==> config.mk <==
export PLATFORM = sky130hd
export DESIGN_NAME = rv_alu_decoder_pipe
export DESIGN_NICKNAME = d
export VERILOG_FILES = /design/src/rtl/rv_alu_decoder_pipe.sv
export SDC_FILE = /design/constraint.sdc
export NUM_CORES = 1
export LEC_CHECK = 0
export ABC_AREA = 1
export CAP_MARGIN = 0
export CORE_ASPECT_RATIO = 0.8
export CORE_MARGIN = 2
export CORE_UTILIZATION = 45
export DETAILED_ROUTE_END_ITERATION = 8
export DONT_BUFFER_PORTS = 1
export GPL_ROUTABILITY_DRIVEN = 0
export GPL_TIMING_DRIVEN = 0
export PLACE_DENSITY_LB_ADDON = 0.12
export REMOVE_ABC_BUFFERS = 1
export SYNTH_ARGS = -nofsm -noshare
export SYNTH_HDL_FRONTEND = slang
export SYNTH_SLANG_ARGS = --single-unit
==> constraint.sdc <==
create_clock -name clock -period 2.31 [get_ports clock]
set_clock_uncertainty 0.2 [all_clocks]
set_input_delay 0.3465 -clock clock [delete_from_list [all_inputs] [get_ports clock]]
set_output_delay 0.3465 -clock clock [all_outputs]
set_load 0.01 [all_outputs]
==> src/rtl/rv_alu_decoder_pipe.sv <==
// rv_alu_decoder_pipe: registered RV32 OP (and optional OP-IMM) ALU decoder with valid/ready
// handshakes and saturating statistics. Define DECODER_OPIMM_EN to compile in OP-IMM decoding.
module rv_alu_decoder_pipe #(
  parameter int unsigned XLEN  = 32,
  parameter int unsigned CNT_W = 16
) (
  input  logic             clock,
  input  logic             reset_n,
  input  logic             in_valid,
  output logic             in_ready,
  input  logic [31:0]      instruction,
  output logic             out_valid,
  input  logic             out_ready,
  output logic [9:0]       alu_op,
  output logic [4:0]       rs1,
  output logic [4:0]       rs2,
  output logic [4:0]       rd,
  output logic             rd_en,
  output logic             wr_en,
  output logic             use_imm,
  output logic [XLEN-1:0]  imm,
  output logic             illegal,
  output logic [CNT_W-1:0] decoded_count,
  output logic [CNT_W-1:0] illegal_count
);

  localparam logic [6:0] OpcOp    = 7'b0110011;
  localparam logic [6:0] F7Zero   = 7'b0000000;
  localparam logic [6:0] F7Alt    = 7'b0100000;

  localparam int unsigned AluAdd  = 0;
  localparam int unsigned AluSub  = 1;
  localparam int unsigned AluAnd  = 2;
  localparam int unsigned AluOr   = 3;
  localparam int unsigned AluSll  = 4;
  localparam int unsigned AluSlt  = 5;
  localparam int unsigned AluSltu = 6;
  localparam int unsigned AluXor  = 7;
  localparam int unsigned AluSrl  = 8;
  localparam int unsigned AluSra  = 9;

  logic [6:0] opcode;
  logic [2:0] funct3;
  logic [6:0] funct7;

  assign opcode = instruction[6:0];
  assign funct3 = instruction[14:12];
  assign funct7 = instruction[31:25];

  logic       accept;
  logic [9:0] dec_op;
  logic       dec_illegal;
  logic [4:0] dec_rs1, dec_rs2, dec_rd;
  logic       dec_rd_en, dec_wr_en;

  logic             out_valid_q, out_valid_d;
  logic [9:0]       alu_op_q, alu_op_d;
  logic [4:0]       rs1_q, rs1_d;
  logic [4:0]       rs2_q, rs2_d;
  logic [4:0]       rd_q, rd_d;
  logic             rd_en_q, rd_en_d;
  logic             wr_en_q, wr_en_d;
  logic             illegal_q, illegal_d;
  logic [CNT_W-1:0] decoded_count_q, decoded_count_d;
  logic [CNT_W-1:0] illegal_count_q, illegal_count_d;

`ifdef DECODER_OPIMM_EN
  localparam logic [6:0] OpcOpImm = 7'b0010011;

  logic            dec_imm_sel;
  logic [XLEN-1:0] dec_imm_raw;
  logic            dec_use_imm;
  logic [XLEN-1:0] dec_imm;
  logic            use_imm_q, use_imm_d;
  logic [XLEN-1:0] imm_q, imm_d;
`endif

  // Instruction decode; any encoding that leaves dec_op empty is illegal.
  always_comb begin
    dec_op = '0;
`ifdef DECODER_OPIMM_EN
    dec_imm_sel = 1'b0;
    dec_imm_raw = '0;
`endif
    case (opcode)
      OpcOp: begin
        if (funct7 == F7Zero) begin
          unique case (funct3)
            3'b000: dec_op[AluAdd]  = 1'b1;
            3'b001: dec_op[AluSll]  = 1'b1;
            3'b010: dec_op[AluSlt]  = 1'b1;
            3'b011: dec_op[AluSltu] = 1'b1;
            3'b100: dec_op[AluXor]  = 1'b1;
            3'b101: dec_op[AluSrl]  = 1'b1;
            3'b110: dec_op[AluOr]   = 1'b1;
            3'b111: dec_op[AluAnd]  = 1'b1;
          endcase
        end else if (funct7 == F7Alt) begin
          if (funct3 == 3'b000) dec_op[AluSub] = 1'b1;
          else if (funct3 == 3'b101) dec_op[AluSra] = 1'b1;
        end
      end
`ifdef DECODER_OPIMM_EN
      OpcOpImm: begin
        dec_imm_sel = 1'b1;
        dec_imm_raw = XLEN'($signed(instruction[31:20]));
        unique case (funct3)
          3'b000: dec_op[AluAdd]  = 1'b1;
          3'b010: dec_op[AluSlt]  = 1'b1;
          3'b011: dec_op[AluSltu] = 1'b1;
          3'b100: dec_op[AluXor]  = 1'b1;
          3'b110: dec_op[AluOr]   = 1'b1;
          3'b111: dec_op[AluAnd]  = 1'b1;
          3'b001: begin
            dec_imm_raw = XLEN'(instruction[24:20]);
            if (funct7 == F7Zero) dec_op[AluSll] = 1'b1;
          end
          3'b101: begin
            dec_imm_raw = XLEN'(instruction[24:20]);
            if (funct7 == F7Zero) dec_op[AluSrl] = 1'b1;
            else if (funct7 == F7Alt) dec_op[AluSra] = 1'b1;
          end
        endcase
      end
`endif
      default: ;
    endcase

    dec_illegal = (dec_op == '0);
    dec_rs1     = dec_illegal ? 5'd0 : instruction[19:15];
    dec_rd      = dec_illegal ? 5'd0 : instruction[11:7];
    dec_rd_en   = !dec_illegal;
    dec_wr_en   = !dec_illegal && (dec_rd != 5'd0);
`ifdef DECODER_OPIMM_EN
    dec_use_imm = dec_imm_sel && !dec_illegal;
    dec_imm     = dec_use_imm ? dec_imm_raw : '0;
    dec_rs2     = (dec_illegal || dec_use_imm) ? 5'd0 : instruction[24:20];
`else
    dec_rs2     = dec_illegal ? 5'd0 : instruction[24:20];
`endif
  end

  assign in_ready = !out_valid_q || out_ready;
  assign accept   = in_valid && in_ready;

  always_comb begin
    out_valid_d     = out_valid_q;
    alu_op_d        = alu_op_q;
    rs1_d           = rs1_q;
    rs2_d           = rs2_q;
    rd_d            = rd_q;
    rd_en_d         = rd_en_q;
    wr_en_d         = wr_en_q;
    illegal_d       = illegal_q;
    decoded_count_d = decoded_count_q;
    illegal_count_d = illegal_count_q;
`ifdef DECODER_OPIMM_EN
    use_imm_d       = use_imm_q;
    imm_d           = imm_q;
`endif
    if (accept) begin
      out_valid_d = 1'b1;
      alu_op_d    = dec_op;
      rs1_d       = dec_rs1;
      rs2_d       = dec_rs2;
      rd_d        = dec_rd;
      rd_en_d     = dec_rd_en;
      wr_en_d     = dec_wr_en;
      illegal_d   = dec_illegal;
`ifdef DECODER_OPIMM_EN
      use_imm_d   = dec_use_imm;
      imm_d       = dec_imm;
`endif
      // Counters stick at all-ones rather than wrapping.
      if (dec_illegal) begin
        if (illegal_count_q != '1) illegal_count_d = illegal_count_q + CNT_W'(1);
      end else begin
        if (decoded_count_q != '1) decoded_count_d = decoded_count_q + CNT_W'(1);
      end
    end else if (out_ready) begin
      out_valid_d = 1'b0;
    end
  end

  always_ff @(posedge clock or negedge reset_n) begin
    if (!reset_n) begin
      out_valid_q     <= 1'b0;
      alu_op_q        <= '0;
      rs1_q           <= '0;
      rs2_q           <= '0;
      rd_q            <= '0;
      rd_en_q         <= 1'b0;
      wr_en_q         <= 1'b0;
      illegal_q       <= 1'b0;
      decoded_count_q <= '0;
      illegal_count_q <= '0;
`ifdef DECODER_OPIMM_EN
      use_imm_q       <= 1'b0;
      imm_q           <= '0;
`endif
    end else begin
      out_valid_q     <= out_valid_d;
      alu_op_q        <= alu_op_d;
      rs1_q           <= rs1_d;
      rs2_q           <= rs2_d;
      rd_q            <= rd_d;
      rd_en_q         <= rd_en_d;
      wr_en_q         <= wr_en_d;
      illegal_q       <= illegal_d;
      decoded_count_q <= decoded_count_d;
      illegal_count_q <= illegal_count_d;
`ifdef DECODER_OPIMM_EN
      use_imm_q       <= use_imm_d;
      imm_q           <= imm_d;
`endif
    end
  end

  assign out_valid     = out_valid_q;
  assign alu_op        = alu_op_q;
  assign rs1           = rs1_q;
  assign rs2           = rs2_q;
  assign rd            = rd_q;
  assign rd_en         = rd_en_q;
  assign wr_en         = wr_en_q;
  assign illegal       = illegal_q;
  assign decoded_count = decoded_count_q;
  assign illegal_count = illegal_count_q;
`ifdef DECODER_OPIMM_EN
  assign use_imm       = use_imm_q;
  assign imm           = imm_q;
`else
  assign use_imm       = 1'b0;
  assign imm           = '0;
`endif

endmodule
---- Yosys cells after proc, flatten, opt, wreduce, memory -nomap -nowiden ----
Cells that the tools add are included.
word-level totals
  bits in registers ....................... 61
  latch bits .............................. 0
  RAM bits ................................ 0
  bits in read-only memories .............. 0
  bits of input ports ..................... 36
  logic and storage cells ................. 57
  memories ................................ 0
operators by class
  add/subtract/negate cells ............... 2
  multiply operators ...................... 0
  divide/modulo/power cells ............... 0
  magnitude comparators ................... 0
  equal/unequal tests ..................... 11
  shift operators ......................... 0
  muxes and demuxes ....................... 21
  bitwise operators ....................... 1
  reductions and logical operators ........ 12
operators by type and width
  cell                                                             count
  16-bit by 1-bit adder with 16-bit output, second input constant  2
  16-bit inequality test, second input constant                    2
  1-bit two-way mux                                                16
  5-bit two-way mux                                                3
  7-bit by 6-bit == test with 1-bit output, second input constant  2
  3-bit == test, second input constant                             4
  10-bit logical NOT                                               1
  10-bit two-way mux                                               1
  7-bit logical NOT                                                1
  7-bit two-way mux                                                1
  3-bit by 2-bit == test with 1-bit output, second input constant  2
  3-bit AND reduction                                              2
  5-bit nonzero test                                               1
  3-bit by 1-bit == test with 1-bit output, second input constant  1
  3-bit logical NOT                                                1
  1-bit logical AND                                                2
  1-bit logical NOT                                                2
  2-bit nonzero test                                               1
  1-bit logical OR                                                 1
  1-bit inverter                                                   1

---- Longest topological paths before layout ----
Gate-level depths: netlist of the first run.
  depth after elaboration ................. 10
  gate-level depth with buffers ........... 13
  gate-level depth less buffers ........... 11

---- Worst setup path before layout of the first run ----
Ideal clock, no wire load.
  path kind ............................... reg-to-reg
  start ................................... register illegal_count_q[0], in the netlist illegal_count[0]
  end ..................................... register illegal_count_q[1], in the netlist illegal_count[1]
  setup time .............................. 0.117 ns
  data arrival time ....................... 1.692 ns
  slack ................................... 0.302 ns
  cell stages (with the launch flop) ...... 10
  path buffers ............................ 1
  period minus slack after synthesis ...... 2.008 ns
  path through ............................ dfrtp_1 ha_1 nand3_1 nor3_4 nand2_2 nor3_4 nand4_2 buf_2 nand3_1 nand2_1
on the way
  cells in the longest elaborated chain, start to end .. 2
  elaborated cells between the ends (all ways) .. 3
RTL lines
  what                                                                              line  source
  start: declaration                                                                65    logic [CNT_W-1:0] illegal_count_q, illegal_count_d;
  start signal: assignment                                                          211   illegal_count_q <= illegal_count_d;
  branches (longest 2 deep; another with 16-bit by 1-bit adder with 16-bit output)  -
Parallel ways; which one is timed is not known.
A chain may end at the register's enable or synchronous reset.

---- Worst setup path in the final report of the first run ----
  start ................................... register illegal_count_q[0], in the netlist illegal_count[0]
  end ..................................... register illegal_count_q[3], in the netlist illegal_count[3]
The elaborated chain is that of the path after synthesis.

==> results.rst, run 1 <==
.. list-table::
   :header-rows: 1

   * - Metric
     - Value
   * - Run status
     - finished, final reports clean
   * - DP Wirelength
     - about 5500 microns
   * - Count of H-tree levels built during CTS
     - 3
   * - Crit Reg-Reg Startpoint
     - illegal_count[0]
   * - Synth area leader
     - sky130_fd_sc_hd__dfrtp_1
   * - Pin count of the biggest net entering global routing
     - 62
   * - Unrepaired setup endpoints after global routing
     - no
   * - Final count of hold timing violations
     - 0
   * - Total power
     - 0.00241 W
   * - Number of global-route vias before repair
     - 2766
   * - Number of fill cells
     - 730
   * - Reg power frac
     - roughly 50%
   * - Slew at the pin with the worst max-slew slack
     - approximately 0.63 ns
   * - Leading post-synthesis cells by instance count
     - sky130_fd_sc_hd__nand2_1, sky130_fd_sc_hd__dfrtp_1, sky130_fd_sc_hd__nor2_1, sky130_fd_sc_hd__nand3_1, sky130_fd_sc_hd__buf_4
   * - Max FO, Critical Path
     - 6
   * - Multi-input gate area in the final layout
     - 1790 sq um
   * - Vias after detailed routing
     - 2892
   * - Leakage power
     - 1.96 nW
   * - Number of detailed-route iterations in the first pass
     - 4
   * - Total inserted antenna cells
     - 0
   * - Library cell used as clock root buffer
     - sky130_fd_sc_hd__clkbuf_8
   * - Internal Dissipation
     - 0.00170 W
   * - CP Launch Point
     - illegal_count[0]
   * - Area share of the leading cell type in the synthesized netlist
     - between 40 and 50%
   * - I/O pin total
     - 131
   * - Share of synthesized flip-flops with an asynchronous set or reset
     - 100%
   * - Detailed Route WL
     - 8380 microns
   * - Number of enable-type register cells in the synthesized netlist
     - 0
   * - Post-synthesis instance area
     - ~3500 sq um
   * - Max-cap violation count
     - 0
   * - Main synth FF type
     - sky130_fd_sc_hd__dfrtp_1
   * - Die Wd
     - 103 microns
   * - Die Y-Extent
     - 83.4 microns
   * - Upper clock frequency limit
     - about 0.46 GHz
   * - Max IR drop VDD
     - 390 uV
   * - Number of I/O port buffers
     - 0
   * - Final worst hold slack
     - approximately 0.029 ns
   * - Sink count of the clock tree
     - just over 60
   * - Hold Path Class
     - primary input to flip-flop
   * - Routed WL per cell
     - around 14 microns
   * - Initial drt markers
     - 120
   * - Clock power frac
     - between 40% and 50%
   * - Initial antenna violation count
     - 0
   * - Site row count
     - 28
   * - Period utilization
     - between 90% and 100%
   * - Synth Register Bits
     - 61
   * - Combinational power share
     - 10.3%
   * - Proportion of layout cells with a drive suffix above 1
     - 9.90%
   * - Antenna violation net count after detailed routing
     - 0
   * - Distinct cell type count after synthesis
     - 30
   * - Syn Inst Count
     - 458
   * - Worst hold stages
     - 3
   * - Ratio of routed vias to standard cells
     - 4.90
   * - Net switching power
     - roughly 0.00070 W
   * - Post-route DRC
     - 0
   * - Tot GR Track Use
     - 19.9%
   * - CTS max path bufs
     - 2
   * - Count of final setup violators
     - 0
   * - Sequential element share of the synthesized area
     - 43.1%
   * - Sw Ratio
     - 29.3%
   * - Insertion delay to the later sink of the worst-skew pair
     - 0.34 ns
   * - Endpoint required time on the critical path
     - 2.34 ns
   * - Most used standard cell by instance count after synthesis
     - sky130_fd_sc_hd__nand2_1
   * - Overflow left after global routing
     - 0
   * - Final core utilization
     - a little over half
   * - Relative slew slack
     - 57.2%
   * - Post-Syn Area per Cell
     - around 7.7 sq um
   * - Total core area
     - 7500 sq um
   * - Clock tree from TritonCTS
     - yes
   * - Endpoint kind of the worst setup timing path
     - flip-flop
   * - Clock input transition at the sequential cells of the worst setup and hold paths
     - 0.08 ns
   * - Total number of nets in the final design
     - 518
   * - Layout overhead on the synthesized area
     - 13.8%
   * - Biggest area contributors in the synthesized netlist
     - sky130_fd_sc_hd__dfrtp_1, sky130_fd_sc_hd__nand2_1, sky130_fd_sc_hd__buf_4
   * - Starting Density
     - 47.2%
   * - Post-route minimum period
     - 2.18 ns
   * - Worst Hold Launch
     - instruction[14]
   * - Register area
     - about 1500 sq um
   * - Category of the critical setup timing path
     - flip-flop to flip-flop
   * - Count of synthesis-stage warnings from yosys
     - 0
   * - Die area
     - 8600 sq um
   * - Startpoint Class
     - flip-flop
   * - Number of buffers added by the clock tree synthesis step
     - 9
   * - Power density over cell area
     - 597 nW/um^2
   * - FF-to-FF path depth
     - 9
   * - Arr. time, crit path
     - 2.21 ns
   * - Slew Limit Fails
     - 0
   * - Wire length of the first global-routing pass
     - 13500 microns
final timing paths:
path | to | slack (ns)
worst min-delay path | alu_op[6] | 0.03
min in group asynchronous | alu_op[8] | 0.34
max in group asynchronous | illegal_count[0] | 1.29
worst max register to register | illegal_count[3] | 0.13
worst min register to register | rs2[2] | 0.36
worst max-delay path | illegal_count[3] | 0.13
flip-flops by register name, indices dropped and copies added, names as in the netlist:
| name | flops |
|---|---|
| out_valid | 1 |
| rs2 | 5 |
| illegal_count | 16 |
| rs1 | 5 |
| alu_op | 10 |
| rd | 5 |
| illegal | 1 |
| decoded_count | 16 |
| wr_en | 1 |
| rd_en | 1 |
critical path: stages (launching register included):
cell and delay [ns]:
sky130_fd_sc_hd__dfrtp_2 0.45, sky130_fd_sc_hd__ha_4 0.18, sky130_fd_sc_hd__nand3_4 0.09, sky130_fd_sc_hd__nor3_4 0.25
sky130_fd_sc_hd__nand2_2 0.12, sky130_fd_sc_hd__nor3_4 0.24, sky130_fd_sc_hd__nand4_4 0.21, sky130_fd_sc_hd__buf_4 0.21
sky130_fd_sc_hd__nand3_1 0.07, sky130_fd_sc_hd__nand2_1 0.05
metrics by stage:
stage               TNS (ns)  cells  area (sq um)  setup WS (ns)
floorplan              -1.82    443          3340         -0.137
global placement      -32.22    548          3480         -0.932
detailed placement    -34.89    548          3480          -1.01
CTS                        0    585          3940        0.00102
global route               0    590          4030         0.0116
finish                     0    590          4030          0.135
cell type report:
type / count / share of cell area, %
clock buffers: 9 / 3.07
clock inverters: 7 / 1.86
inverters: 30 / 2.89
multi-input cells: 352 / 44.4
flip-flops and latches: 61 / 37.9
well taps: 105 / 3.26
repair buffers: 25 / 6.42
repair inverters: 1 / 0.124
power groups by stage:
| stage | sequential [W] | clock (W) | combinational [W] |
|---|---|---|---|
| after floorplan | 0.00118 | 0 | 0.000144 |
| after global placement | 0.00119 | 0 | 0.000164 |
| after detailed placement | 0.00120 | 0 | 0.000169 |
| after CTS | 0.00118 | 0.000996 | 0.000224 |
| after global routing | 0.00120 | 0.00104 | 0.000283 |
| final | 0.00119 | 0.000966 | 0.000249 |
routing by layer:
layer	GRT usage (%)	wire length [microns]	vias to the layer above
met5	0	0	-
met4	5.38	74	0
met3	9.09	708	7
met2	30.0	3700	96
met1	25.8	3890	1324
li1	-	-	1465
cells in the final DEF (no fill, tap or decap), types with 5 or more instances in the layout:
master	count
sky130_fd_sc_hd__xnor2_1	8
sky130_fd_sc_hd__nor2_1	36
sky130_fd_sc_hd__dfrtp_1	59
sky130_fd_sc_hd__inv_1	28
sky130_fd_sc_hd__conb_1	33
sky130_fd_sc_hd__nor3_1	7
sky130_fd_sc_hd__dlygate4sd3_1	16
sky130_fd_sc_hd__nand2_1	148
sky130_fd_sc_hd__buf_4	5
sky130_fd_sc_hd__nand3_1	35
sky130_fd_sc_hd__xor2_1	16
sky130_fd_sc_hd__o21ai_0	19
sky130_fd_sc_hd__nand4_1	23
sky130_fd_sc_hd__clkbuf_8	9
cells by family after synthesis:
family,synth area share (%)
XOR/XNOR,5.93
adder cells (fa/ha/maj),0.706
AND/OR/NAND/NOR,34.7
flip-flops,43.1
AO/OA/AOI/OAI,3.32
other,0.106
buffers and inverters,12.2
repair_timing:
action	CTS	global route
hold buffers	17	0
pin swaps	1	6
buffers inserted	4	4
resized for setup	8	13
setup endpoints to repair	50	33
gates cloned	0	1
endpoints found under the hold margin	76	0
Note: power is estimated with default switching activity, not from simulation.
==> run 2, diff against run 1 <==
Settings changed: CORE_MARGIN 2 to 8, PLACE_DENSITY_LB_ADDON 0.12 to 0.25.
==> run 2 against run 1 <==
Design area increased by 3.1%. First-iteration DRC count is 11% higher. Critical endpoint is now illegal_count[0]. Critical path depth is the same. Combinational power up 17%. Die area increased by 28%. Highest routed layer unchanged. Clock-buffer cell count did not move. Setup slack worse by 0.083 ns. Flip-flop and latch count stayed put. Hold slack improved by 0.0025 ns. Power rose by 1.4%. Largest cell class unchanged. Via count is 3.5% higher.
==> results.rst, run 2 (synthesis gave the netlist of run 1 again) <==
.. list-table::
   :header-rows: 1

   * - Metric
     - Value
   * - Period utilization
     - 97.8%
   * - Slowest-stage cell, CP
     - sky130_fd_sc_hd__dfrtp_2
   * - Cell type with the highest occurrence count on the critical path
     - sky130_fd_sc_hd__nor3_4
   * - Upper clock frequency limit
     - 0.443 GHz
   * - Max IR drop VDD
     - 425 uV
   * - Routed WL per cell
     - 15.1 microns
   * - Final count of hold timing violations
     - 0
   * - I/O pin total
     - 131
   * - Ordered cell list for the critical path
     - ha_4, nand3_4, nor3_4, nand2_2, nor3_4, nand4_4, buf_6, nand3b_1, nand2_1
   * - Commonest cells after routing, fill and taps aside
     - sky130_fd_sc_hd__nand2_1, sky130_fd_sc_hd__dfrtp_1, sky130_fd_sc_hd__nor2_1
   * - Overflow left after global routing
     - 0
   * - Proportion of layout cells with a drive suffix above 1
     - 12.6%
   * - Site row count
     - 29
   * - Sink count of the clock tree
     - 61
   * - Worst stage delay on the critical path
     - 0.46 ns
   * - Arr. time, crit path
     - 2.29 ns
   * - Pin count of the biggest net entering global routing
     - 62
   * - Tot GR Track Use
     - 16.8%
   * - Total inserted antenna cells
     - 0
   * - Startpoint Class
     - flip-flop
   * - Initial drt markers
     - approximately 130
   * - Number of buffers added by the clock tree synthesis step
     - 9
   * - Total core area
     - 7800 sq um
   * - Slew at the pin with the worst max-slew slack
     - 0.559 ns
   * - Ratio of routed vias to standard cells
     - between 4 and 5
   * - Power density over cell area
     - 587 nW/um^2
   * - Leakage power
     - roughly 2.0 nW
   * - Slew Limit Fails
     - 0
   * - Commonest non-fill, non-tap cell in the layout
     - sky130_fd_sc_hd__nand2_1
   * - Clock input transition at the sequential cells of the worst setup and hold paths
     - 0.08 ns
   * - Worst path buffer plus inverter count
     - 1
   * - Placed instance area
     - 3480 sq um
   * - Wire length of the first global-routing pass
     - 14600 microns
   * - Post-route DRC
     - 0
   * - Count of H-tree levels built during CTS
     - 3
   * - Hold Path Class
     - primary input to flip-flop
   * - Number of detailed-route iterations in the first pass
     - 4
   * - Total number of nets in the final design
     - 524
   * - Number of global-route vias before repair
     - roughly 3000
   * - CTS max path bufs
     - 2
   * - Starting Density
     - 45.4%
   * - Post-Layout Inst Area
     - about 4200 sq um
   * - Max-cap violation count
     - 0
   * - Post-route minimum period
     - roughly 2.3 ns
   * - Count of final setup violators
     - 0
   * - Relative slew slack
     - 62.1%
   * - Total power
     - 0.00244 W
   * - DP Wirelength
     - 6110 microns
   * - Antenna violation net count after detailed routing
     - 0
   * - Library cell used as clock root buffer
     - sky130_fd_sc_hd__clkbuf_8
   * - Die Wd
     - 115 microns
   * - Max FO, Critical Path
     - 7
   * - Insertion delay to the later sink of the worst-skew pair
     - 0.34 ns
   * - Die area
     - 11000 sq um
   * - Vias after detailed routing
     - 2993
   * - Die Y-Extent
     - ~95 microns
   * - Family with the most delay on the worst path
     - simple AND/OR/NAND/NOR gates
   * - Number of I/O port buffers
     - 0
   * - Detailed Route WL
     - 9070 microns
   * - Run status
     - finished, final reports clean
   * - Clock tree from TritonCTS
     - yes
   * - Category of the critical setup timing path
     - flip-flop to flip-flop
   * - Unrepaired setup endpoints after global routing
     - yes
   * - Initial antenna violation count
     - 0
   * - Layout overhead on the synthesized area
     - 17.3%
   * - Endpoint required time on the critical path
     - 2.34 ns
   * - Endpoint kind of the worst setup timing path
     - flip-flop
## run 2: changes by cell type in the layout (fill, tap and decap cells not counted), sizes merged
cell	previous run	this run
nand2	152	153
buf	9	14
## run 2: per-layer routing
metal	wire, microns	track usage (%)	up-vias
met5	0	0	-
li1	-	-	1470
met4	142	5.78	0
met1	3580	19.7	1389
met2	4490	28.4	122
met3	855	5.89	12
## run 2: layout make-up
class | count | area, sq um
inverters | 30 | 116
clock buffers | 9 | 124
repair buffers | 30 | 318
well taps | 108 | 135
clock inverters | 7 | 75.1
flip-flops and latches | 61 | 1530
multi-input cells | 353 | 1850
repair inverters | 1 | 7.51
fillers | 733 | 3640
## run 2: stage by stage
| stage | cells | setup TNS [ns] | setup WS (ns) | hold WS, ns | util, % |
|---|---|---|---|---|---|
| floorplan | 443 | -1.82 | -0.137 | -0.149 | - |
| global placement | 551 | -33.09 | -0.911 | -0.147 | 44.6 |
| detailed placement | 551 | -35.15 | -0.987 | -0.147 | 44.6 |
| CTS | 587 | 0 | 0.0247 | 0.0119 | 50.6 |
| global route | 599 | -0.707 | -0.0917 | 0.0368 | 53.3 |
| finish | 599 | 0 | 0.0519 | 0.0318 | 53.3 |
## run 2: worst reg2reg max path: stages (launching register included)
cell and delay, ns:
sky130_fd_sc_hd__dfrtp_2 0.46, sky130_fd_sc_hd__ha_4 0.18, sky130_fd_sc_hd__nand3_4 0.08, sky130_fd_sc_hd__nor3_4 0.27, sky130_fd_sc_hd__nand2_2 0.12, sky130_fd_sc_hd__nor3_4 0.24, sky130_fd_sc_hd__nand4_4 0.26, sky130_fd_sc_hd__buf_6 0.23
sky130_fd_sc_hd__nand3b_1 0.07, sky130_fd_sc_hd__nand2_1 0.05
## run 2: worst paths after layout
check	from	end	slack, ns	cells past startpoint
setup reg to reg	illegal_count[0]	illegal_count[0]	0.05	9
hold / removal	instruction[14]	alu_op[6]	0.03	3
hold reg to reg	rd[0]	rd[0]	0.36	2
max in group asynchronous	reset_n	illegal_count[1]	1.28	2
setup / recovery	illegal_count[0]	illegal_count[0]	0.05	9
min in group asynchronous	reset_n	alu_op[4]	0.32	2
## run 2: power breakdown
part	switching, W	internal, W
Combinational	0.000172	0.000120
Clock	0.000453	0.000501
Sequential	0.0000875	0.00111
Total	0.000713	0.00173
## run 2: repair_timing
item,CTS,global route
gates cloned,1,1
hold buffers,17,0
pin swaps,1,18
endpoints found under the hold margin,76,0
gates resized for setup,10,22
setup endpoints to repair,50,47
buffers inserted,2,11
==> run 3, diff against run 2 <==
Settings changed: CAP_MARGIN 0 to 20, CTS_CLUSTER_SIZE from default to 28, SKIP_LAST_GASP from default to 1.
==> run 3 against run 2 <==
Power rose by 2.1%. Highest routed layer unchanged. Design area fell by 1.5%. First-iteration DRC count rose by 26%. Non-clock buffer count fell by 3. Flip-flop and latch count did not move. Sequential power barely moved. Die area did not move. Maximum frequency fell by 0.31%. Largest power group unchanged. Hold slack improved by 0.0067 ns. Critical path type unchanged. Final cell count fell by 0.50%. Register-to-register slack barely moved.
==> results.rst, run 3 (synthesis gave the netlist of run 1 again) <==
.. list-table::
   :header-rows: 1

   * - Metric
     - Value
   * - Commonest non-fill, non-tap cell in the layout
     - sky130_fd_sc_hd__nand2_1
   * - Endpoint required time on the critical path
     - 2.34 ns
   * - Clock input transition at the sequential cells of the worst setup and hold paths
     - 0.07 ns
   * - Total core area
     - 7800 sq um
   * - Site row count
     - 29
   * - Pin count of the biggest net entering global routing
     - 62
   * - Total inserted antenna cells
     - 0
   * - Final core utilization
     - 52.5%
   * - Period utilization
     - 98.1%
   * - Sum of met2 wire segment lengths after detailed routing
     - 4470 microns
   * - Run status
     - finished, final reports clean
   * - Number of detailed-route iterations in the first pass
     - 4
   * - Category of the critical setup timing path
     - flip-flop to flip-flop
   * - Endpoint kind of the worst setup timing path
     - flip-flop
   * - Length of routed wiring on met1
     - 3510 microns
   * - Slew Limit Fails
     - 0
   * - Number of fill cells
     - 732
   * - Antenna violation net count after detailed routing
     - 0
   * - Total negative slack
     - 0 ns
   * - Insertion delay to the later sink of the worst-skew pair
     - 0.33 ns
   * - Detailed-routed wire length on met3
     - 852 microns
   * - Slew at the pin with the worst max-slew slack
     - 0.546 ns
   * - Vias after detailed routing
     - 2999
   * - Die Y-Extent
     - 95.4 microns
   * - Library cell used as clock root buffer
     - sky130_fd_sc_hd__clkbuf_8
   * - Post-route minimum period
     - 2.27 ns
   * - Ratio of routed vias to standard cells
     - 5.03
   * - Max FO, Critical Path
     - 6
   * - Sink count of the clock tree
     - approximately 60
   * - Proportion of layout cells with a drive suffix above 1
     - 10.7%
   * - Power density over cell area
     - a little over 600 nW/um^2
   * - Clock tree from TritonCTS
     - yes
   * - Initial drt markers
     - 167
   * - Initial antenna violation count
     - 0
   * - Number of global-route vias before repair
     - a little under 3000
   * - Total number of nets in the final design
     - 521
   * - CTS max path bufs
     - 2
   * - Starting Density
     - 45.4%
   * - Count of H-tree levels built during CTS
     - 3
   * - Layout overhead on the synthesized area
     - 15.5%
   * - Commonest cells after routing, fill and taps aside
     - sky130_fd_sc_hd__nand2_1, sky130_fd_sc_hd__dfrtp_1, sky130_fd_sc_hd__nor2_1
   * - Max-cap violation count
     - 0
   * - Startpoint Class
     - flip-flop
   * - Arr. time, crit path
     - 2.29 ns
   * - Uppermost signal routing layer after detailed routing
     - met4
   * - Upper clock frequency limit
     - 0.441 GHz
   * - Die area
     - 11000 sq um
   * - Routed WL per cell
     - about 15 microns
   * - Number of buffers added by the clock tree synthesis step
     - 9
   * - Count of final setup violators
     - 0
   * - Relative slew slack
     - 63.5%
   * - Unrepaired setup endpoints after global routing
     - yes
   * - Hold Path Class
     - primary input to flip-flop
   * - DP Wirelength
     - 6200 microns
   * - I/O pin total
     - 131
   * - Number of I/O port buffers
     - 0
   * - Final count of hold timing violations
     - 0
   * - Wire length of the first global-routing pass
     - about 14000 microns
   * - Post-route DRC
     - 0
   * - Detailed Route WL
     - between 8000 and 9000 microns
   * - Overflow left after global routing
     - 0
   * - Tot GR Track Use
     - about 17%
   * - Die Wd
     - about 120 microns
   * - Max IR drop VDD
     - 349 uV
   * - Leakage power
     - 2.00 nW
==> run 3: cell types whose count changed in the layout (fill, tap and decap cells not counted), moves of 2 or more <==
| cell | before | now |
|---|---|---|
| sky130_fd_sc_hd__buf_4 | 9 | 7 |
| sky130_fd_sc_hd__nand3_1 | 27 | 32 |
| sky130_fd_sc_hd__clkinv_2 | 1 | 3 |
| sky130_fd_sc_hd__nand3_2 | 10 | 5 |
| sky130_fd_sc_hd__o21ai_0 | 17 | 19 |
| sky130_fd_sc_hd__clkinvlp_4 | 5 | 3 |
==> run 3: final timing paths <==
| check | startpoint | to | slack (ns) | cells after the start |
|---|---|---|---|---|
| worst min-delay path | instruction[14] | alu_op[3] | 0.04 | 2 |
| worst max register to register | illegal_count[0] | illegal_count[10] | 0.04 | 9 |
| min in group asynchronous | reset_n | alu_op[9] | 0.34 | 2 |
| worst min register to register | alu_op[7] | alu_op[7] | 0.36 | 2 |
| worst max-delay path | illegal_count[0] | illegal_count[10] | 0.04 | 9 |
| max in group asynchronous | reset_n | illegal_count[0] | 1.28 | 2 |
==> run 3: worst max-delay path: stages (launching register included) <==
cell and delay, ns:
sky130_fd_sc_hd__dfrtp_2 0.46, sky130_fd_sc_hd__ha_4 0.18, sky130_fd_sc_hd__nand3_4 0.08, sky130_fd_sc_hd__nor3_4 0.27, sky130_fd_sc_hd__nand2_2 0.12, sky130_fd_sc_hd__nor3_4 0.23, sky130_fd_sc_hd__nand4_4 0.24, sky130_fd_sc_hd__buf_12 0.22
sky130_fd_sc_hd__nand3_1 0.09, sky130_fd_sc_hd__nand2_1 0.06
==> run 3: area by class of cell <==
type	count	area, sq um	area share (%)
tap	108	135	3.30
multi-input combinational	353	1790	43.8
clock inverter	7	90.1	2.20
inverter	30	116	2.84
clock buffer	9	124	3.03
sequential	61	1530	37.4
timing repair inverter	1	5.00	0.122
timing repair buffer	27	299	7.31
==> run 3: where the power goes <==
part	leakage [nW]	switching, W	internal, W
clock	0.105	0.000428	0.000601
combinational	1.06	0.000162	0.000108
sequential	0.835	0.0000865	0.00111
total	2.00	0.000676	0.00182
==> run 3: stage by stage <==
step	instance area, sq um	power [W]	setup slack [ns]	hold WS [ns]	instances
CTS	3980	0.00248	0.0493	0.0207	589
floorplan	3340	0.00132	-0.137	-0.149	443
global route	4090	0.00262	-0.0733	0.0327	596
finish	4090	0.00249	0.0449	0.0385	596
global placement	3480	0.00136	-0.911	-0.147	551
detailed placement	3510	0.00138	-0.430	-0.147	553
==> run 3: per-layer routing <==
layer / global-route usage [%] / vias up
li1: - / 1467
met1: 18.7 / 1410
met2: 28.4 / 107
met3: 5.95 / 15
met4: 5.89 / 0
met5: 0 / -
==> run 3: repair_timing <==
| action | in CTS | in global routing |
|---|---|---|
| pin swaps | 1 | 8 |
| endpoints found under the hold margin | 76 | 0 |
| resized for setup | 7 | 11 |
| endpoints found under the setup margin | 31 | 41 |
| setup buffers | 3 | 5 |
| gates cloned | 0 | 2 |
| hold buffers | 17 | 0 |
